$ cat src/rtl/arb_pkg.sv
// Shared definitions for the four-way round-robin mux arbiter.
// Latency: n/a (types, constants and a pure function only).
// Backpressure: n/a.
//
// Contents:
//   state_t     - arbiter FSM state (ST_IDLE / ST_BUSY)
//   N_REQ       - number of requesting agents
//   idx_to_sel  - owner index to datapath mux select (select is the inverted index)
package arb_pkg;

    localparam int N_REQ = 4;

    typedef enum logic {
        ST_IDLE = 1'b0,
        ST_BUSY = 1'b1
    } state_t;

    // The datapath mux is wired in reverse agent order, so select 2'b00 picks
    // agent 3 and 2'b11 picks agent 0.
    function automatic logic [1:0] idx_to_sel(input logic [1:0] idx);
        return ~idx;
    endfunction

endpackage

$ cat src/rtl/rr_pick4.sv
// Rotating first-set picker over four request lines.
// Latency: combinational, zero cycles.
// Backpressure: none; found/idx reflect the inputs every cycle.
//
// Ports:
//   req[3:0]         request vector, bit i for agent i
//   start_idx[1:0]   first agent examined; scan continues upward modulo 4
//   exclude_en       when high, agent exclude_idx is never chosen
//   exclude_idx[1:0] agent to skip (the current owner on a hand-over)
//   found            some eligible request exists
//   idx[1:0]         chosen agent, valid when found is high
module rr_pick4
    import arb_pkg::*;
(
    input  logic [3:0] req,
    input  logic [1:0] start_idx,
    input  logic       exclude_en,
    input  logic [1:0] exclude_idx,
    output logic       found,
    output logic [1:0] idx
);

    logic [1:0] cand;

    always_comb begin
        found = 1'b0;
        idx   = start_idx;
        cand  = start_idx;
        // First hit wins; later candidates are ignored once found is set.
        for (int k = 0; k < N_REQ; k++) begin
            cand = start_idx + 2'(k);
            if (!found && req[cand] && !(exclude_en && (cand == exclude_idx))) begin
                found = 1'b1;
                idx   = cand;
            end
        end
    end

endmodule

$ cat src/rtl/rr_mux_arbiter4.sv
// Round-robin arbiter sharing one 1-bit 4:1 select mux among four agents.
// Latency: req -> grant/S one cycle; D[owner] -> out/out_valid one cycle after a grant-held cycle.
// Backpressure: owner keeps the grant until it drops req (or hits the burst limit when enabled).
//
// Ports:
//   clk             rising-edge clock
//   reset           asynchronous active-high reset
//   req[3:0]        per-agent request
//   D[3:0]          per-agent data bit
//   grant[3:0]      registered one-hot grant, zero when idle
//   S[1:0]          registered mux select, ~owner_idx; holds its value while idle
//   out             registered D[owner], updated on every grant-held cycle
//   out_valid       qualifies out; high the cycle after a grant-held cycle
//   busy            high while the arbiter has an owner
//
// Build option: define ARB_BURST_LIMIT_EN to force rotation after MAX_BURST
// consecutive grant cycles when another agent is waiting.
module rr_mux_arbiter4
    import arb_pkg::*;
#(
    parameter int MAX_BURST = 8,
    parameter int CNT_W     = 4
) (
    input  logic       clk,
    input  logic       reset,
    input  logic [3:0] req,
    input  logic [3:0] D,
    output logic [3:0] grant,
    output logic [1:0] S,
    output logic       out,
    output logic       out_valid,
    output logic       busy
);

    // The burst counter must be able to hold MAX_BURST itself.
    if ((2 ** CNT_W) <= MAX_BURST) begin : g_bad_cfg
        $error("rr_mux_arbiter4: CNT_W too narrow for MAX_BURST");
    end

    state_t     state;
    state_t     state_nxt;
    logic [1:0] last_idx;
    logic [1:0] last_nxt;
    logic [3:0] grant_nxt;
    logic [1:0] s_nxt;
    logic       load;

    logic       pick_found;
    logic [1:0] pick_idx;
    logic       burst_hit;
    logic       hand_over;

    // One picker serves both states: in IDLE it scans all four agents starting
    // after last_idx (which wraps back to last_idx itself); in BUSY last_idx is
    // the owner and is excluded so a release hands over to someone else.
    rr_pick4 u_pick (
        .req         (req),
        .start_idx   (last_idx + 2'd1),
        .exclude_en  (state == ST_BUSY),
        .exclude_idx (last_idx),
        .found       (pick_found),
        .idx         (pick_idx)
    );

`ifdef ARB_BURST_LIMIT_EN
    logic [CNT_W-1:0] burst_cnt;

    assign burst_hit = (burst_cnt == CNT_W'(MAX_BURST));

    // Counts consecutive grant cycles of the current owner. A fresh grant
    // starts at 1; holding saturates at MAX_BURST.
    always_ff @(posedge clk or posedge reset) begin
        if (reset) begin
            burst_cnt <= '0;
        end else if (load) begin
            burst_cnt <= CNT_W'(1);
        end else if (state_nxt == ST_IDLE) begin
            burst_cnt <= '0;
        end else if ((state == ST_BUSY) && !burst_hit) begin
            burst_cnt <= burst_cnt + CNT_W'(1);
        end
    end
`else
    assign burst_hit = 1'b0;
`endif

    // Owner gives up the slot when it drops req, or when its burst is spent.
    // A spent burst with nobody else waiting finds no candidate and the owner
    // simply keeps the grant.
    assign hand_over = !req[last_idx] || burst_hit;

    // State register
    always_ff @(posedge clk or posedge reset) begin
        if (reset) begin
            state     <= ST_IDLE;
            last_idx  <= 2'd3;
            grant     <= 4'b0000;
            S         <= 2'b11;
        end else begin
            state     <= state_nxt;
            last_idx  <= last_nxt;
            grant     <= grant_nxt;
            S         <= s_nxt;
        end
    end

    // Next-state logic
    always_comb begin
        state_nxt = state;
        last_nxt  = last_idx;
        grant_nxt = grant;
        s_nxt     = S;
        load      = 1'b0;

        case (state)
            ST_IDLE: begin
                if (pick_found) begin
                    state_nxt = ST_BUSY;
                    load      = 1'b1;
                end
            end
            ST_BUSY: begin
                if (hand_over && pick_found) begin
                    // Direct hand-over, no idle bubble.
                    load = 1'b1;
                end else if (!req[last_idx]) begin
                    // Released with nobody waiting; S keeps the last owner.
                    state_nxt = ST_IDLE;
                    grant_nxt = 4'b0000;
                end
            end
            default: begin
                state_nxt = ST_IDLE;
                grant_nxt = 4'b0000;
            end
        endcase

        if (load) begin
            grant_nxt = 4'b0001 << pick_idx;
            s_nxt     = idx_to_sel(pick_idx);
            last_nxt  = pick_idx;
        end
    end

    // Output logic
    always_comb begin
        busy = (state == ST_BUSY);
    end

    // Datapath capture: grant is one-hot at last_idx whenever it is non-zero,
    // so last_idx selects the owner's data bit directly.
    always_ff @(posedge clk or posedge reset) begin
        if (reset) begin
            out       <= 1'b0;
            out_valid <= 1'b0;
        end else if (grant != 4'b0000) begin
            out       <= D[last_idx];
            out_valid <= 1'b1;
        end else begin
            out_valid <= 1'b0;
        end
    end

endmodule

$ cat config.mk
export PLATFORM = sky130hd
export DESIGN_NAME = rr_mux_arbiter4
export DESIGN_NICKNAME = d
export VERILOG_FILES = /design/src/rtl/arb_pkg.sv /design/src/rtl/rr_pick4.sv /design/src/rtl/rr_mux_arbiter4.sv
export SDC_FILE = /design/constraint.sdc
export NUM_CORES = 1
export LEC_CHECK = 0
export BUFFER_PORTS_ARGS = -buffer_cell sky130_fd_sc_hd__buf_2
export CELL_PAD_IN_SITES_DETAIL_PLACEMENT = 0
export CELL_PAD_IN_SITES_GLOBAL_PLACEMENT = 1
export CORE_MARGIN = 1
export CORE_UTILIZATION = 30
export CTS_CLUSTER_SIZE = 24
export DETAILED_ROUTE_END_ITERATION = 10
export GPL_TIMING_DRIVEN = 0
export PLACE_DENSITY_LB_ADDON = 0.1
export RECOVER_POWER = 50
export SYNTH_ARGS = -nofsm -noshare
export SYNTH_HDL_FRONTEND = slang
export SYNTH_SLANG_ARGS = --single-unit
$ cat constraint.sdc
create_clock -name clk -period 2.8 [get_ports clk]
set_input_delay 0.14 -clock clk [delete_from_list [all_inputs] [get_ports clk]]
set_output_delay 0.14 -clock clk [all_outputs]
set_load 0.1 [all_outputs]
**Word-level counts from Yosys, hierarchy flattened**

Index checks and enable logic that the tools add are counted.

- Add/sub/neg operators: 4
- Order comparisons: 5
- Eq/ne operators: 6
- Shift operators: 1
- Muxes and demuxes: 30
- Bitwise gates (word level): 2
- Reductions and logical operators: 23

Operators with widths:

| cell | number |
|---|---|
| $mux W4 | 4 |
| $lt A2 B3 Y1 const B | 5 |
| $mux W1 | 15 |
| $bmux W1 S2 | 6 |
| $logic_and A1 B1 Y1 | 12 |
| $eq A2 B2 Y1 | 4 |
| $logic_not A1 Y1 | 8 |
| $mux W2 | 3 |
| $add A2 B1 Y2 const B | 2 |
| $add A2 B2 Y2 const B | 2 |
| $ne A2 B2 Y1 const B | 2 |
| $pmux W1 S2 | 2 |
| $reduce_bool A4 Y1 | 1 |
| $shl A1 B2 Y4 const A | 1 |
| $reduce_and A3 Y1 | 1 |
| $not A2 Y2 | 1 |
| $reduce_bool A2 Y1 | 1 |
| $not A1 Y1 | 1 |

- Flip-flop bits (word level): 11
- Input port bits: 10
- Logic and storage cells: 77

**Longest topological paths before layout**

- Depth after elaboration: 23
- Gate-level depth with buffers: 7
- Gate-level depth less buffers: 5

**Hierarchy**

A second synthesis with hierarchy kept.

- Cells, all modules: 101
- Area total of the unflattened synthesis: 1022.2 µm²

Modules (own cells, without submodules):

| module | times used | cells each | area an instance (µm²) | sequential area each (µm²) |
|---|---|---|---|---|
| rr_mux_arbiter4 | 1 | 47 | 624.3 | 280.3 |
| rr_pick4 | 1 | 54 | 397.9 | 0.0 |

**Least setup slack after synthesis**

OpenSTA, ideal clock, no wires.

- Path type: reg-to-reg
- Start point: register state (netlist: busy)
- End point: register grant[0]
- Library setup time: 0.069 ns
- Data arrival time: 2.012 ns
- Required time: 2.731 ns
- Setup slack: 0.719 ns
- Stages on the path, launching flop included: 6
- Buffers on the path: 0
- Clock period less this slack: 2.081 ns
- Path through: dfrtp_1 -> and2_1 -> a22o_1 -> or4b_4 -> clkinv_2 -> a22o_1

- Cells in the longest elaborated chain, start to end: 21

RTL lines:

| element | line | RTL |
|---|---|---|
| from (decl) | rr_mux_arbiter4.sv:40 | `state_t state;` |
| from (signal assigned) | rr_mux_arbiter4.sv:100 | `state <= state_nxt;` |
| $logic_and A1 B1 Y1 | rr_pick4.sv:32 | `if (!found && req[cand] && !(exclude_en && (cand == exclude_idx))) begin` |
| $logic_not A1 Y1 | rr_pick4.sv:32 |  |
| $logic_and A1 B1 Y1 | rr_pick4.sv:32 |  |
| $mux W1 | rr_pick4.sv:32 |  |
| $logic_not A1 Y1 | rr_pick4.sv:32 |  |
| $logic_and A1 B1 Y1 (2 in series) | rr_pick4.sv:32 |  |
| $mux W1 | rr_pick4.sv:32 |  |
| $logic_not A1 Y1 | rr_pick4.sv:32 |  |
| [3 not listed] | -- |  |
| $logic_not A1 Y1 | rr_pick4.sv:32 |  |
| $logic_and A1 B1 Y1 (2 in series) | rr_pick4.sv:32 |  |
| $mux W1 | rr_pick4.sv:32 |  |
| $logic_and A1 B1 Y1 | rr_mux_arbiter4.sv:123 | `if (hand_over && pick_found) begin` |
| $mux W1 | rr_mux_arbiter4.sv:123 |  |
| $pmux W1 S2 | rr_mux_arbiter4.sv:115 | `case (state)` |
| $ne A2 B2 Y1 (no line) or $reduce_bool A2 Y1 (tied branches) | -- |  |
| $reduce_and A3 Y1 (no line) | -- |  |
| to (signal assigned) | rr_mux_arbiter4.sv:102 | `grant <= grant_nxt;` |
| to (decl) | rr_mux_arbiter4.sv:28 | `output logic [3:0] grant,` |

Several ways; a longest one is shown, not always the timed one.
A chain may end at the register's enable or synchronous reset.

**Worst setup path in the final report**

- Start point: register last_idx[0]
- End point: register last_idx[0]

- Cells in the longest elaborated chain, start to end: 21

RTL lines:

| element | line | RTL |
|---|---|---|
| from (decl) | rr_mux_arbiter4.sv:42 | `logic [1:0] last_idx;` |
| from (signal assigned) | rr_mux_arbiter4.sv:101 | `last_idx <= last_nxt;` |
| parallel branches: the longest is 21 deep, another holds $add A2 B1 Y2 | -- |  |

Several ways; the timed one is not identified. The select of a mux whose other input is x is not followed.

==> metrics.md <==
| Metric | Value |
|---|---|
| Crit path time final | `around 2200 ps` |
| Slowest-stage cell, CP | `a221oi_1` |
| CTS tree | `done` |
| ANT cells | `0` |
| Synthesized cell area | `around 710 µm²` |
| Hold depth | `3` |
| Commonest cells post-synth | `nand2_1 (8), dfrtp_1 (7), nor2_1 (7)` |
| Status | `finished clean` |
| Hold Startpoint | `req[0]` |
| Area contributors post-synth | `dfrtp_1 (25%), dfstp_2 (15%), mux2_4 (4.3%), nand2_1 (4.3%), nor2_1 (3.7%)` |
| Ys Warns | `0` |
| Clk sinks | `11` |
| Maximum operating frequency | `~0.46 GHz` |
| Area Growth Syn to Fin | `21.1%` |
| Reg-to-reg startpoint | `last_idx[0]` |
| Worst path bufs/invs | `1` |
| Net count, final | `roughly 110` |
| Critical path capture point type | `flip-flop` |
| Die Width | `50.5 µm` |
| Max Cap Viol | `0` |
| DR iter-0 viols | `17` |
| Post-synth EDFFs | `0` |
| Vias in the first global route | `~610` |
| PortBufs | `16` |
| Register clock-pin slew on the reported worst setup and hold paths | `70 ps` |
| #FFs+latches synth | `11` |
| CP required | `roughly 3000 ps` |
| Leading area contributor after synthesis | `dfrtp_1` |
| Type of the tightest min-delay check | `input port to flip-flop` |
| Post-Syn Nets | `between 80 and 90` |
| Final period util | `77.5%` |
| I/O pin cnt | `19` |
| Crit path cell chain | `clkbuf_1 > nor2b_1 > a221oi_1 > nand4_1 > o21ai_0 > o21ai_0` |
| Seq/Total Area, Yosys | `between 30 and 40%` |
| Most frequent cell after synthesis | `nand2_1` |
| Final Hold Viols | `0` |
| Syn Area/Cell | `9.29 µm²` |
| Pins over their slew limit | `0` |
| Final setup fails | `0` |
| Crit Path Class | `flip-flop to flip-flop` |
| Post-synth ARST share | `100%` |
| Rel. slew slack | `approximately 23%` |
| Yosys cell types | `35` |
| Full die area | `between 0.002 and 0.003 mm²` |
| Total gr overflow | `0` |
| Fin Setup TNS | `0 ps` |
| Post-DP HPWL | `~1.2 mm` |
| Worst slew pin tran | `around 1200 ps` |
| Core area | `0.00221 mm²` |
| Cell mode on critical path | `o21ai_0` |
| Root Buffer | `clkbuf_4` |
| CTS Buf Count | `3` |
| CTS Buffer Depth | `2` |
| GRT Overall Usage | `around 15%` |
| First-pass GRT wire length | `around 2.8 mm` |
| DR vias | `658` |
| H-tree depth | `1` |
| DR vias/cell | `approximately 5.3` |
| Dominant synthesized flop cell | `dfrtp_1` |
| Worst-path fanout max | `10` |
| Fin Clk Skew | `around 3.3 ps` |
| Cell row count | `17` |
| Syn Inst Count | `76` |
| Antenna violations before repair | `0` |
| First-pass DRT Iterations | `4` |
| Unrepaired setup endpoints after global routing | `no` |
| DRC Markers | `0` |
| Placer congestion estimate | `0.735` |
| Top cell type's share of synthesized area | `24.8%` |
| Initial Utilization | `31.9%` |
| Post-DRT Antenna Nets | `0` |
| Largest net degree at the start of global routing | `12` |
| Fraction of final layout cells sized beyond drive strength 1 | `a little under a third` |
| Arr. time, crit path | `2360 ps` |
| Setup crit start kind | `flip-flop` |
| Crit-path leading delay family | `compound AO/OA/AOI/OAI gates` |
| Overall die height | `a little over 50 µm` |
| Worst reg-to-reg setup slack | `630 ps` |
| Worst Hold End | `busy` |
| Reg2Reg Depth | `6` |
| Drt wl/cell | `between 10 and 15 µm` |
| CP max stage delay | `650 ps` |
| Worst-Skew Late Latency | `around 260 ps` |
| Post-Route WL | `roughly 1.6 mm` |
| Crit Reg-Reg Endpoint | `last_idx[0]` |
## repair_timing
item / 4_1_cts / 5_1_grt
buffers inserted: 0 / 0
hold endpoints to repair: 7 / 0
hold buffers: 1 / 0
gates resized for setup: 0 / 0
## worst min-delay path, cell delays in order
cell and delay [ps]:
buf_2 150, nor4_1 70, inv_1 80
## how the worst max path moves through the flow
stage,startpoint,to,slack [ps],cells past startpoint
global placement,last_idx[0],last_idx[0],630,6
detailed placement,last_idx[0],last_idx[0],610,6
floorplan,busy,grant[0],720,5
CTS,last_idx[0],last_idx[0],600,6
finish,last_idx[0],last_idx[0],630,6
global route,last_idx[0],last_idx[0],450,6
## layout by cell type (no fill, tap or decap), types with 2 or more instances in the layout
cell type / synthesis / routed
a22o_1: 3 / 3
buf_2: 1 / 15
clkbuf_1: 3 / 6
clkbuf_4: 0 / 3
dfrtp_1: 7 / 7
dfstp_2: 4 / 4
inv_1: 3 / 3
mux2_2: 2 / 2
mux2_4: 2 / 2
nand2_1: 8 / 8
nand2b_1: 2 / 2
nand4_1: 2 / 2
nor2_1: 7 / 7
nor2b_1: 2 / 2
nor3_1: 3 / 3
nor3b_1: 3 / 3
o21ai_0: 5 / 5
## routing by layer
layer	GRT usage (%)	share of wire, %
met3	4.85	5.6
met2	23.8	47
met4	2.78	0
met5	0	0
met1	18.6	48
## through the flow
step | hold slack [ps] | setup WS [ps] | cell area, µm² | std cells | util (%)
2_1_floorplan | -10.4 | 719 | 706 | 76 | -
3_3_place_gp | 150 | 628 | 821 | 120 | 37.1
3_5_place_dp | 151 | 606 | 821 | 120 | 37.1
4_1_cts | 192 | 599 | 857 | 125 | 38.7
5_1_grt | 207 | 451 | 855 | 125 | 38.6
6_report | 213 | 630 | 855 | 125 | 38.6
## registers in the layout, indices dropped and copies added, names as in the netlist
signal	cells
grant	4
S	2
last_idx	2
busy	1
out	1
out_valid	1
## cells by family (layout without fill, tap and decap cells)
kind of cell / Yosys count / in the layout / synth area share (%)
AO/OA/AOI/OAI: 16 / 16 / 15.8
multiplexers: 5 / 5 / 10.6
flip-flops: 11 / 11 / 39.7
AND/OR/NAND/NOR: 35 / 35 / 27.7
buffers and inverters: 9 / 30 / 6.20
## area by class of cell
type / instances / area, µm²
buffer: 5 / 27.5
clock buffer: 4 / 26.3
fill: 245 / 1360
inverter: 4 / 16.3
multi-input combinational: 56 / 382
sequential: 11 / 280
tap: 28 / 35.0
timing repair buffer: 17 / 87.6
Power is not shown: default switching activity piles up to over one toggle a cycle in this logic, so the estimate is an artifact.
